==> src/rtl/hazard_fwd_unit_pkg.sv <==
// Shared types for the decode-side hazard/forwarding controller:
// scoreboard entry layout, the empty-slot constant and forward-select encoding.
package hazard_fwd_unit_pkg;

  localparam int DEF_REG_AW = 3;
  localparam int FWD_RF     = 0;

  typedef struct packed {
    logic                  valid;
    logic                  wr;
    logic [DEF_REG_AW-1:0] rd;
    logic                  isLoad;
  } sbEntry_t;

  localparam sbEntry_t BUBBLE = '{valid: 1'b0, wr: 1'b0, rd: '0, isLoad: 1'b0};

endpackage

==> src/rtl/hazard_fwd_unit_if.sv <==
// Decode-side bundle between the decode stage (master) and the hazard unit (slave).
interface hazard_fwd_unit_if #(
  parameter int REG_AW  = hazard_fwd_unit_pkg::DEF_REG_AW,
  parameter int NSTAGES = 3,
  parameter int CNT_W   = 16
);
  localparam int SEL_W = $clog2(NSTAGES + 1);

  logic              dec_valid;
  logic [REG_AW-1:0] dec_rs;
  logic [REG_AW-1:0] dec_rt;
  logic              dec_uses_rs;
  logic              dec_uses_rt;
  logic              dec_wr_en;
  logic [REG_AW-1:0] dec_rd;
  logic              dec_is_load;
  logic              dec_is_div;
  logic              flush;
  logic              stall;
  logic              div_busy;
  logic [SEL_W-1:0]  fwd_rs_sel;
  logic [SEL_W-1:0]  fwd_rt_sel;
  logic [CNT_W-1:0]  stall_cycles;

  modport master (
    output dec_valid, dec_rs, dec_rt, dec_uses_rs, dec_uses_rt,
           dec_wr_en, dec_rd, dec_is_load, dec_is_div, flush,
    input  stall, div_busy, fwd_rs_sel, fwd_rt_sel, stall_cycles
  );

  modport slave (
    input  dec_valid, dec_rs, dec_rt, dec_uses_rs, dec_uses_rt,
           dec_wr_en, dec_rd, dec_is_load, dec_is_div, flush,
    output stall, div_busy, fwd_rs_sel, fwd_rt_sel, stall_cycles
  );
endinterface

==> src/rtl/hazard_fwd_unit_match.sv <==
// Priority encoder over the scoreboard for one source register: youngest
// matching producer selects the forward path, early-stage loads flag a hazard.
module hazard_match
  import hazard_fwd_unit_pkg::*;
#(
  parameter int NSTAGES    = 3,
  parameter int LOAD_READY = 2,
  parameter int SEL_W      = 2
) (
  input  sbEntry_t [NSTAGES:1]   sb,
  input  logic [DEF_REG_AW-1:0]  src,
  input  logic                   srcUsed,
  input  logic                   decValid,
  output logic [SEL_W-1:0]       sel,
  output logic                   loadHit
);

  always_comb begin
    // NOTE: defaults assigned first so neither output can infer a latch.
    sel     = SEL_W'(FWD_RF);
    loadHit = 1'b0;
    // Walk oldest to youngest so the last hit (smallest k) wins.
    for (int k = NSTAGES; k >= 1; k--) begin
      if (sb[k].valid && sb[k].wr && (sb[k].rd == src) && srcUsed) begin
        if (decValid) sel = SEL_W'(k);
        if ((k < LOAD_READY) && sb[k].isLoad) loadHit = 1'b1;
      end
    end
  end

endmodule

==> src/rtl/hazard_fwd_unit.sv <==
// Hazard and forwarding controller beside decode: tracks in-flight destinations,
// drives stall / forward selects, freezes for divides and counts stall cycles.
module hazard_fwd_unit
  import hazard_fwd_unit_pkg::*;
#(
  parameter int REG_AW      = DEF_REG_AW,  // rd field width is fixed by the package entry
  parameter int NSTAGES     = 3,
  parameter int LOAD_READY  = 2,
  parameter int DIV_LATENCY = 16,
  parameter int CNT_W       = 16
) (
  input logic               clk,
  input logic               rst,
  hazard_fwd_unit_if.slave  bus
);

  localparam int   SEL_W      = $clog2(NSTAGES + 1);
  localparam int   DIV_W      = (DIV_LATENCY > 1) ? $clog2(DIV_LATENCY) : 1;
  localparam logic DIV_FREEZE = (DIV_LATENCY > 1);

  sbEntry_t [NSTAGES:1] sb;
  sbEntry_t             decEntry;
  logic [DIV_W-1:0]     divCnt;
  logic [CNT_W-1:0]     stallCount;
  logic                 pendingFlush;
  logic                 kill, loadStall, divBusy, rsLoadHit, rtLoadHit, startDiv;

  hazard_match #(.NSTAGES(NSTAGES), .LOAD_READY(LOAD_READY), .SEL_W(SEL_W)) uRsMatch (
    .sb(sb), .src(bus.dec_rs), .srcUsed(bus.dec_uses_rs), .decValid(bus.dec_valid),
    .sel(bus.fwd_rs_sel), .loadHit(rsLoadHit)
  );

  hazard_match #(.NSTAGES(NSTAGES), .LOAD_READY(LOAD_READY), .SEL_W(SEL_W)) uRtMatch (
    .sb(sb), .src(bus.dec_rt), .srcUsed(bus.dec_uses_rt), .decValid(bus.dec_valid),
    .sel(bus.fwd_rt_sel), .loadHit(rtLoadHit)
  );

  // A killed decode slot never stalls: flush beats load-use.
  assign kill      = bus.flush | pendingFlush;
  assign loadStall = (rsLoadHit | rtLoadHit) & bus.dec_valid & ~kill;
  assign divBusy   = (divCnt != '0);
  assign decEntry  = '{valid: bus.dec_valid & ~kill, wr: bus.dec_wr_en,
                       rd: bus.dec_rd, isLoad: bus.dec_is_load};
  assign startDiv  = DIV_FREEZE & ~divBusy & ~loadStall & decEntry.valid & bus.dec_is_div;

  assign bus.stall        = divBusy | loadStall;
  assign bus.div_busy     = divBusy;
  assign bus.stall_cycles = stallCount;

  // NOTE: every register here, scoreboard included, is cleared by the async reset
  // and updated with non-blocking assignments so the shift reads pre-edge values.
  always_ff @(posedge clk or posedge rst) begin
    if (rst) begin
      sb           <= '0;
      divCnt       <= '0;
      pendingFlush <= 1'b0;
      stallCount   <= '0;
    end else begin
      if (bus.stall && (stallCount != '1)) stallCount <= stallCount + 1'b1;

      if (divBusy) begin
        divCnt <= divCnt - 1'b1;
        if (bus.flush) pendingFlush <= 1'b1;
      end else begin
        sb[1] <= loadStall ? BUBBLE : decEntry;
        for (int k = 2; k <= NSTAGES; k++) sb[k] <= sb[k-1];
        pendingFlush <= 1'b0;
        if (startDiv) divCnt <= DIV_W'(DIV_LATENCY - 1);
      end
    end
  end

endmodule
==> src/flat_wrapper.sv <==
// flat-port wrapper written by rule: the top's interface ports become plain ports
module hazard_fwd_unit_flat import hazard_fwd_unit_pkg::*;
#(
  parameter int REG_AW      = DEF_REG_AW,                                                 
  parameter int NSTAGES     = 3,
  parameter int LOAD_READY  = 2,
  parameter int DIV_LATENCY = 16,
  parameter int CNT_W       = 16
)
  (clk, rst, bus_dec_valid, bus_dec_rs, bus_dec_rt, bus_dec_uses_rs, bus_dec_uses_rt, bus_dec_wr_en, bus_dec_rd, bus_dec_is_load, bus_dec_is_div, bus_flush, bus_stall, bus_div_busy, bus_fwd_rs_sel, bus_fwd_rt_sel, bus_stall_cycles);
  hazard_fwd_unit_if #(.REG_AW(REG_AW), .NSTAGES(NSTAGES), .CNT_W(CNT_W)) bus_i ();
  input logic clk;
  input logic rst;
  input wire logic [$bits(bus_i.dec_valid)-1:0] bus_dec_valid;
  input wire logic [$bits(bus_i.dec_rs)-1:0] bus_dec_rs;
  input wire logic [$bits(bus_i.dec_rt)-1:0] bus_dec_rt;
  input wire logic [$bits(bus_i.dec_uses_rs)-1:0] bus_dec_uses_rs;
  input wire logic [$bits(bus_i.dec_uses_rt)-1:0] bus_dec_uses_rt;
  input wire logic [$bits(bus_i.dec_wr_en)-1:0] bus_dec_wr_en;
  input wire logic [$bits(bus_i.dec_rd)-1:0] bus_dec_rd;
  input wire logic [$bits(bus_i.dec_is_load)-1:0] bus_dec_is_load;
  input wire logic [$bits(bus_i.dec_is_div)-1:0] bus_dec_is_div;
  input wire logic [$bits(bus_i.flush)-1:0] bus_flush;
  output wire logic [$bits(bus_i.stall)-1:0] bus_stall;
  output wire logic [$bits(bus_i.div_busy)-1:0] bus_div_busy;
  output wire logic [$bits(bus_i.fwd_rs_sel)-1:0] bus_fwd_rs_sel;
  output wire logic [$bits(bus_i.fwd_rt_sel)-1:0] bus_fwd_rt_sel;
  output wire logic [$bits(bus_i.stall_cycles)-1:0] bus_stall_cycles;
  assign bus_i.dec_valid = bus_dec_valid;
  assign bus_i.dec_rs = bus_dec_rs;
  assign bus_i.dec_rt = bus_dec_rt;
  assign bus_i.dec_uses_rs = bus_dec_uses_rs;
  assign bus_i.dec_uses_rt = bus_dec_uses_rt;
  assign bus_i.dec_wr_en = bus_dec_wr_en;
  assign bus_i.dec_rd = bus_dec_rd;
  assign bus_i.dec_is_load = bus_dec_is_load;
  assign bus_i.dec_is_div = bus_dec_is_div;
  assign bus_i.flush = bus_flush;
  assign bus_stall = bus_i.stall;
  assign bus_div_busy = bus_i.div_busy;
  assign bus_fwd_rs_sel = bus_i.fwd_rs_sel;
  assign bus_fwd_rt_sel = bus_i.fwd_rt_sel;
  assign bus_stall_cycles = bus_i.stall_cycles;
  hazard_fwd_unit #(.REG_AW(REG_AW), .NSTAGES(NSTAGES), .LOAD_READY(LOAD_READY), .DIV_LATENCY(DIV_LATENCY), .CNT_W(CNT_W)) u_core (.clk(clk), .rst(rst), .bus(bus_i));
endmodule
==> config.mk <==
export PLATFORM = sky130hd
export DESIGN_NAME = hazard_fwd_unit_flat
export DESIGN_NICKNAME = d
export VERILOG_FILES = /design/src/rtl/hazard_fwd_unit_pkg.sv /design/src/rtl/hazard_fwd_unit_if.sv /design/src/rtl/hazard_fwd_unit_match.sv /design/src/rtl/hazard_fwd_unit.sv /design/src/flat_wrapper.sv
export SDC_FILE = /design/constraint.sdc
export NUM_CORES = 1
export LEC_CHECK = 0
export ABC_AREA = 1
export CAP_MARGIN = 10
export CORE_MARGIN = 5
export CORE_UTILIZATION = 40
export DETAILED_ROUTE_END_ITERATION = 8
export HOLD_SLACK_MARGIN = 0.15
export PLACE_DENSITY = 0.66
export SYNTH_ARGS = -nofsm -noshare
export SYNTH_HDL_FRONTEND = slang
export SYNTH_SLANG_ARGS = --single-unit
==> constraint.sdc <==
create_clock -name clk -period 1.66 [get_ports clk]
set_input_delay 0.498 -clock clk [delete_from_list [all_inputs] [get_ports clk]]
set_output_delay 0.498 -clock clk [all_outputs]
set_load 0.03 [all_outputs]
* Yosys cells after proc, flatten, opt, wreduce, memory -nomap -nowiden
Cells that the tools add are included.
Storage, ports and cells: register bits 37, bits of input ports 18, output and inout bits 22
Operators by class: $add $sub $neg 2, equal/unequal tests 8, muxes and demuxes 19, bitwise logic cells 12, reductions and logical operators 18
Operators by type and width (count):
- $mux W2 | 11
- $eq A3 B3 Y1 | 6
- $add A16 B1 Y16 const B | 1
- $logic_and A1 B1 Y1 | 16
- $ne A16 B16 Y1 const B | 1
- $mux W4 | 2
- $and A1 B1 Y1 | 6
- $mux W6 | 1
- $mux W1 | 5
- $reduce_bool A4 Y1 | 1
- $sub A4 B1 Y4 const B | 1
- $not A1 Y1 | 3
- $or A1 B1 Y1 | 3
- $ne A2 B2 Y1 const B | 1
- $reduce_bool A2 Y1 | 1

* Longest topological paths before layout
word-level depth 13, mapped depth 13

* Hierarchy
From an unflattened synthesis, not the netlist that was laid out.
Second synthesis, totals: cell total of the unflattened synthesis 351, area total of the unflattened synthesis 2421.1 µm²
By module, submodules not included:
- hazard_fwd_unit | instances 1, cells each 257, area each 1978.1 µm², sequential area each 975.9 µm²
- hazard_match | instances 2, cells each 47, area each 221.5 µm², sequential area each 0.0 µm²

* Worst setup path after synthesis
OpenSTA, ideal clock, no wires.
kind input-to-output, from input port bus_dec_rs[1], to output port bus_fwd_rs_sel[1], arrival time 1.798 ns, data required time 1.162 ns, slack -0.636 ns, stages on the path 5, path through inv_1 a21boi_0 nand4_1 or2_2 a21boi_0
Between the ends: cells in the longest elaborated chain, start to end 8, elaborated cells between the ends (all ways) 14, those cells by class eq/ne: 3; mux: 5; reduce/logical: 6
Ends and longest elaborated chain:
- start: declaration | RTL line flat_wrapper.sv:15 | input wire logic [$bits(bus_i.dec_rs)-1:0] bus_dec_rs;
- $eq A3 B3 Y1 | RTL line hazard_fwd_unit_match.sv:24 | if (sb[k].valid && sb[k].wr && (sb[k].rd == src) && srcUsed) begin
- $logic_and A1 B1 Y1 (2 in a row) | RTL line hazard_fwd_unit_match.sv:24
- $mux W2 | RTL line hazard_fwd_unit_match.sv:24
- $mux W2 | RTL line hazard_fwd_unit_match.sv:25 | if (decValid) sel = SEL_W'(k);
- $mux W2 | RTL line hazard_fwd_unit_match.sv:24
- $mux W2 | RTL line hazard_fwd_unit_match.sv:25
- $mux W2 (*) | RTL line hazard_fwd_unit_match.sv:24
- end: declaration | RTL line flat_wrapper.sv:26 | output wire logic [$bits(bus_i.fwd_rs_sel)-1:0] bus_fwd_rs_sel;
Mark *: on every way between the ends. The rest lies on a longest branch, timed or not.

* Worst setup path after layout
from register u_core.sb[8] (netlist name), to output port bus_fwd_rt_sel[1]
Between the ends: cells in the longest elaborated chain, start to end 6
Ends and longest elaborated chain:
- $eq A3 B3 Y1 (*) | RTL line hazard_fwd_unit_match.sv:24
- $logic_and A1 B1 Y1 (*) (2 in a row) | RTL line hazard_fwd_unit_match.sv:24
- $mux W2 (*) | RTL line hazard_fwd_unit_match.sv:24
- $mux W2 | RTL line hazard_fwd_unit_match.sv:25
- $mux W2 (*) | RTL line hazard_fwd_unit_match.sv:24
- end: declaration | RTL line flat_wrapper.sv:27 | output wire logic [$bits(bus_i.fwd_rt_sel)-1:0] bus_fwd_rt_sel;
Marked as above.

==> reports/summary.txt <==
Reg2reg start = u_core.sb[2]
Worst Max-Slew Pin Slew = 0.438 ns
Commonest cells in the netlist = 91 x nand2_1, 37 x dfrtp_1, 30 x inv_1, 23 x o21ai_0, 21 x nor2_1
P per Cell Area = 1480 mW/mm2
R2R Setup Slk = 0 ns
Largest area contributor in the netlist = dfrtp_1
Fin. Hold Viols = 0
Final core utilization = 64.5%
Yosys Warn Count = 0
Arrival @ worst endpoint = 1.66 ns
TritonCTS buffer count = 5
Area Growth Syn to Fin = 59.3%
Area contributors post-synth = dfrtp_1 42%, nand2_1 16%, o21ai_0 5.2%, inv_1 5.1%, xnor2_1 4.4%
Skew final = 0.00788 ns
Synth unique cells = 29
Worst Setup End Kind = primary output
Post-synthesis instance total = 288
RSZ-0062 raised after global routing = yes
Final min period = 2.16 ns
Die Y = 84.2 um
Vias in the first global route = 2,293
Post-Syn Area = 0.00220 mm2
HPWL after DPL = 4.17 mm
Antenna viol nets, final = 0
Critical Path End = bus_fwd_rt_sel[1]
Initial antenna violation count = 0
Crit-path cells = buf_6 -> nand2_2 -> nand4_1 -> nor3_2 -> nand3_1 -> a21boi_4 -> buf_6
Wire length per cell = 13.8 um
Asr flop ratio synth = 100%
Io pins = 40
Flops & latches, synth = 37
Worst-path clk slew = 0.07 ns
Post-route DRC = 0
Gr ovfl total = 0
Max cap viols = 0
Share of cells above drive strength 1 = 41.4%
Post-synth EDFFs = 0
Worst Path Max Fanout = 3
Max Fclk = 0.463 GHz
Hold_buf cts = 0
CP Data Required Time = 1.16 ns
Most frequent CP cell = buf_6
Slew HR = 70.8%
Top_reg_cell synth = dfrtp_1
1st-pass router iterations = 4
Drt via density = 4.89
Failing checks = setup timing
Clock buffer depth = 2
N_diodes = 0
Startpoint Class = flip-flop
HP Class = in -> async
Detailed Route WL = 6.37 mm
Capture point of the worst reg-to-reg path = u_core.divCnt[0]
Mean Syn Cell Area = 7.65 um2
Final #Nets = 410
# setup viols final = 7
Slew Viols, Final = 0
Initial DRC count = 98
H-tree depth = 2
Sink Count = 37
Total track usage = 18.2%
Max VDD drop = 0.00103 V
GPL Wtd Cong = 0.846
Part of the cycle the worst path needs = 130%
Num rows = 27
Most common cell in the netlist = nand2_1
Sequential cell area fraction in the yosys report = 42.0%
Pin count of the biggest net entering global routing = 20
Fillers = 457
Die width = 84.2 um
Crit path kind = reg -> out
CTS tree = built
CP max-delay cell = dfrtp_1
Top-area cell type share of the netlist area = 42.0%
Total number of vias = 2,262
Core Area = 0.00544 mm2
Die ar. = 0.00709 mm2
Largest stage delay on the critical path = 0.43 ns
Status = finished with violations
R2R cell count = 12
Crit path from = u_core.sb[8]
Setup TNS = -2.39 ns
Clock Latency Late Sink = 0.29 ns
Port bufs = 39
First-pass GRT wire length = 10.5 mm
Starting Density = 40.5%
Root buffer cell = clkbuf_8
Pre-CTS WS = -0.834 ns
Net count after synthesis = 308
Final WS setup = -0.500 ns
P_leak = 0.00171 uW
[through the flow]
stage	power, uW	hold slack (ns)	cell area [um2]	cells
2_1_floorplan	3030	0.465	2280	288
3_3_place_gp	4010	0.482	3030	437
3_5_place_dp	4060	0.491	3030	437
4_1_cts	4950	0.500	3320	458
5_1_grt	5580	0.531	3510	463
6_report	5180	0.499	3510	463
[critical path: cells and delay by family, from the launching register on]
kind,cells,cell delay (ns)
and+or+nand+nor,4,0.48
AOI/OAI and AO/OA,1,0.18
buffers and inverters,2,0.28
DFF,1,0.43
[report_power, final]
group / internal [uW] / switching (uW) / total [uW]
clock: 291 / 319 / 610
combinational: 1370 / 1570 / 2950
sequential: 1290 / 341 / 1630
total: 2950 / 2230 / 5180
[final cells by class]
cell class / instances / area, um2 / area share (%)
timing repair buffer: 97 / 891 / 25.4
timing repair inverter: 1 / 16.3 / 0.463
sequential: 37 / 928 / 26.5
tap: 72 / 90.1 / 2.57
clock inverter: 2 / 10.0 / 0.285
clock buffer: 6 / 72.6 / 2.07
inverter: 35 / 146 / 4.17
multi-input combinational: 213 / 1360 / 38.6
[layer usage]
layer	share of wire [%]	GRT usage (%)	vias to the layer above
met5	0	0	-
met4	2.3	7.60	0
met3	4.1	4.51	16
met2	52	32.0	58
met1	42	20.9	1067
li1	-	-	1121
[logic make-up after synthesis]
group                    Yosys count  share of synthesized area (%)
flip-flops                        37                           42.0
AND/OR/NAND/NOR                  153                           31.8
XOR/XNOR                          20                           7.95
adder cells (fa/ha/maj)            2                           1.14
AO/OA/AOI/OAI                     36                           9.20
buffers and inverters             40                           7.89
[state kept, by name, summed over array words and instances (netlist names)]
signal / cells
u_core.bus.stall_cycles: 16
u_core.sb: 16
u_core.divCnt: 4
u_core.pendingFlush: 1
[placed cells by master, fill, tap and decap left out, types with 2 or more instances in the layout]
cell,netlist,final
xnor2_1,11,10
buf_6,1,11
nand3_1,18,17
o21ai_1,3,3
inv_2,4,11
clkbuf_2,0,2
clkdlybuf4s50_1,0,7
dfrtp_1,37,35
clkinv_2,0,2
nand3_2,1,2
o21ai_0,23,18
buf_12,0,4
a21oi_2,0,2
buf_4,0,50
o21ai_2,3,8
xor2_1,9,9
nand2_8,2,3
buf_2,0,3
nor2_1,21,14
nor2_4,2,5
nand4_1,7,7
nand2_4,1,6
nor2_2,0,4
dlygate4sd2_1,0,13
nor3_1,3,2
inv_1,30,22
a21boi_4,0,2
clkbuf_8,0,5
nand2_2,4,23
clkdlybuf4s15_2,0,4
ha_4,0,2
dfrtp_2,0,2
nand2_1,91,68
[how the worst min path moves through the flow]
stage                                      to  slack, ns  cells past startpoint
after floorplan           u_core.pendingFlush       0.47                      2
after global placement       u_core.divCnt[0]       0.48                      2
after detailed placement     u_core.divCnt[0]       0.49                      2
after CTS                        u_core.sb[1]       0.50                      2
after global routing            u_core.sb[13]       0.53                      2
final                           u_core.sb[13]       0.50                      2
[timing repair]
action	CTS	global route
buffers inserted	11	7
gates cloned	4	0
pin swaps	27	20
resized for setup	83	51
setup endpoints to repair	44	28
No activity file was read; power rests on OpenSTA's default activity.
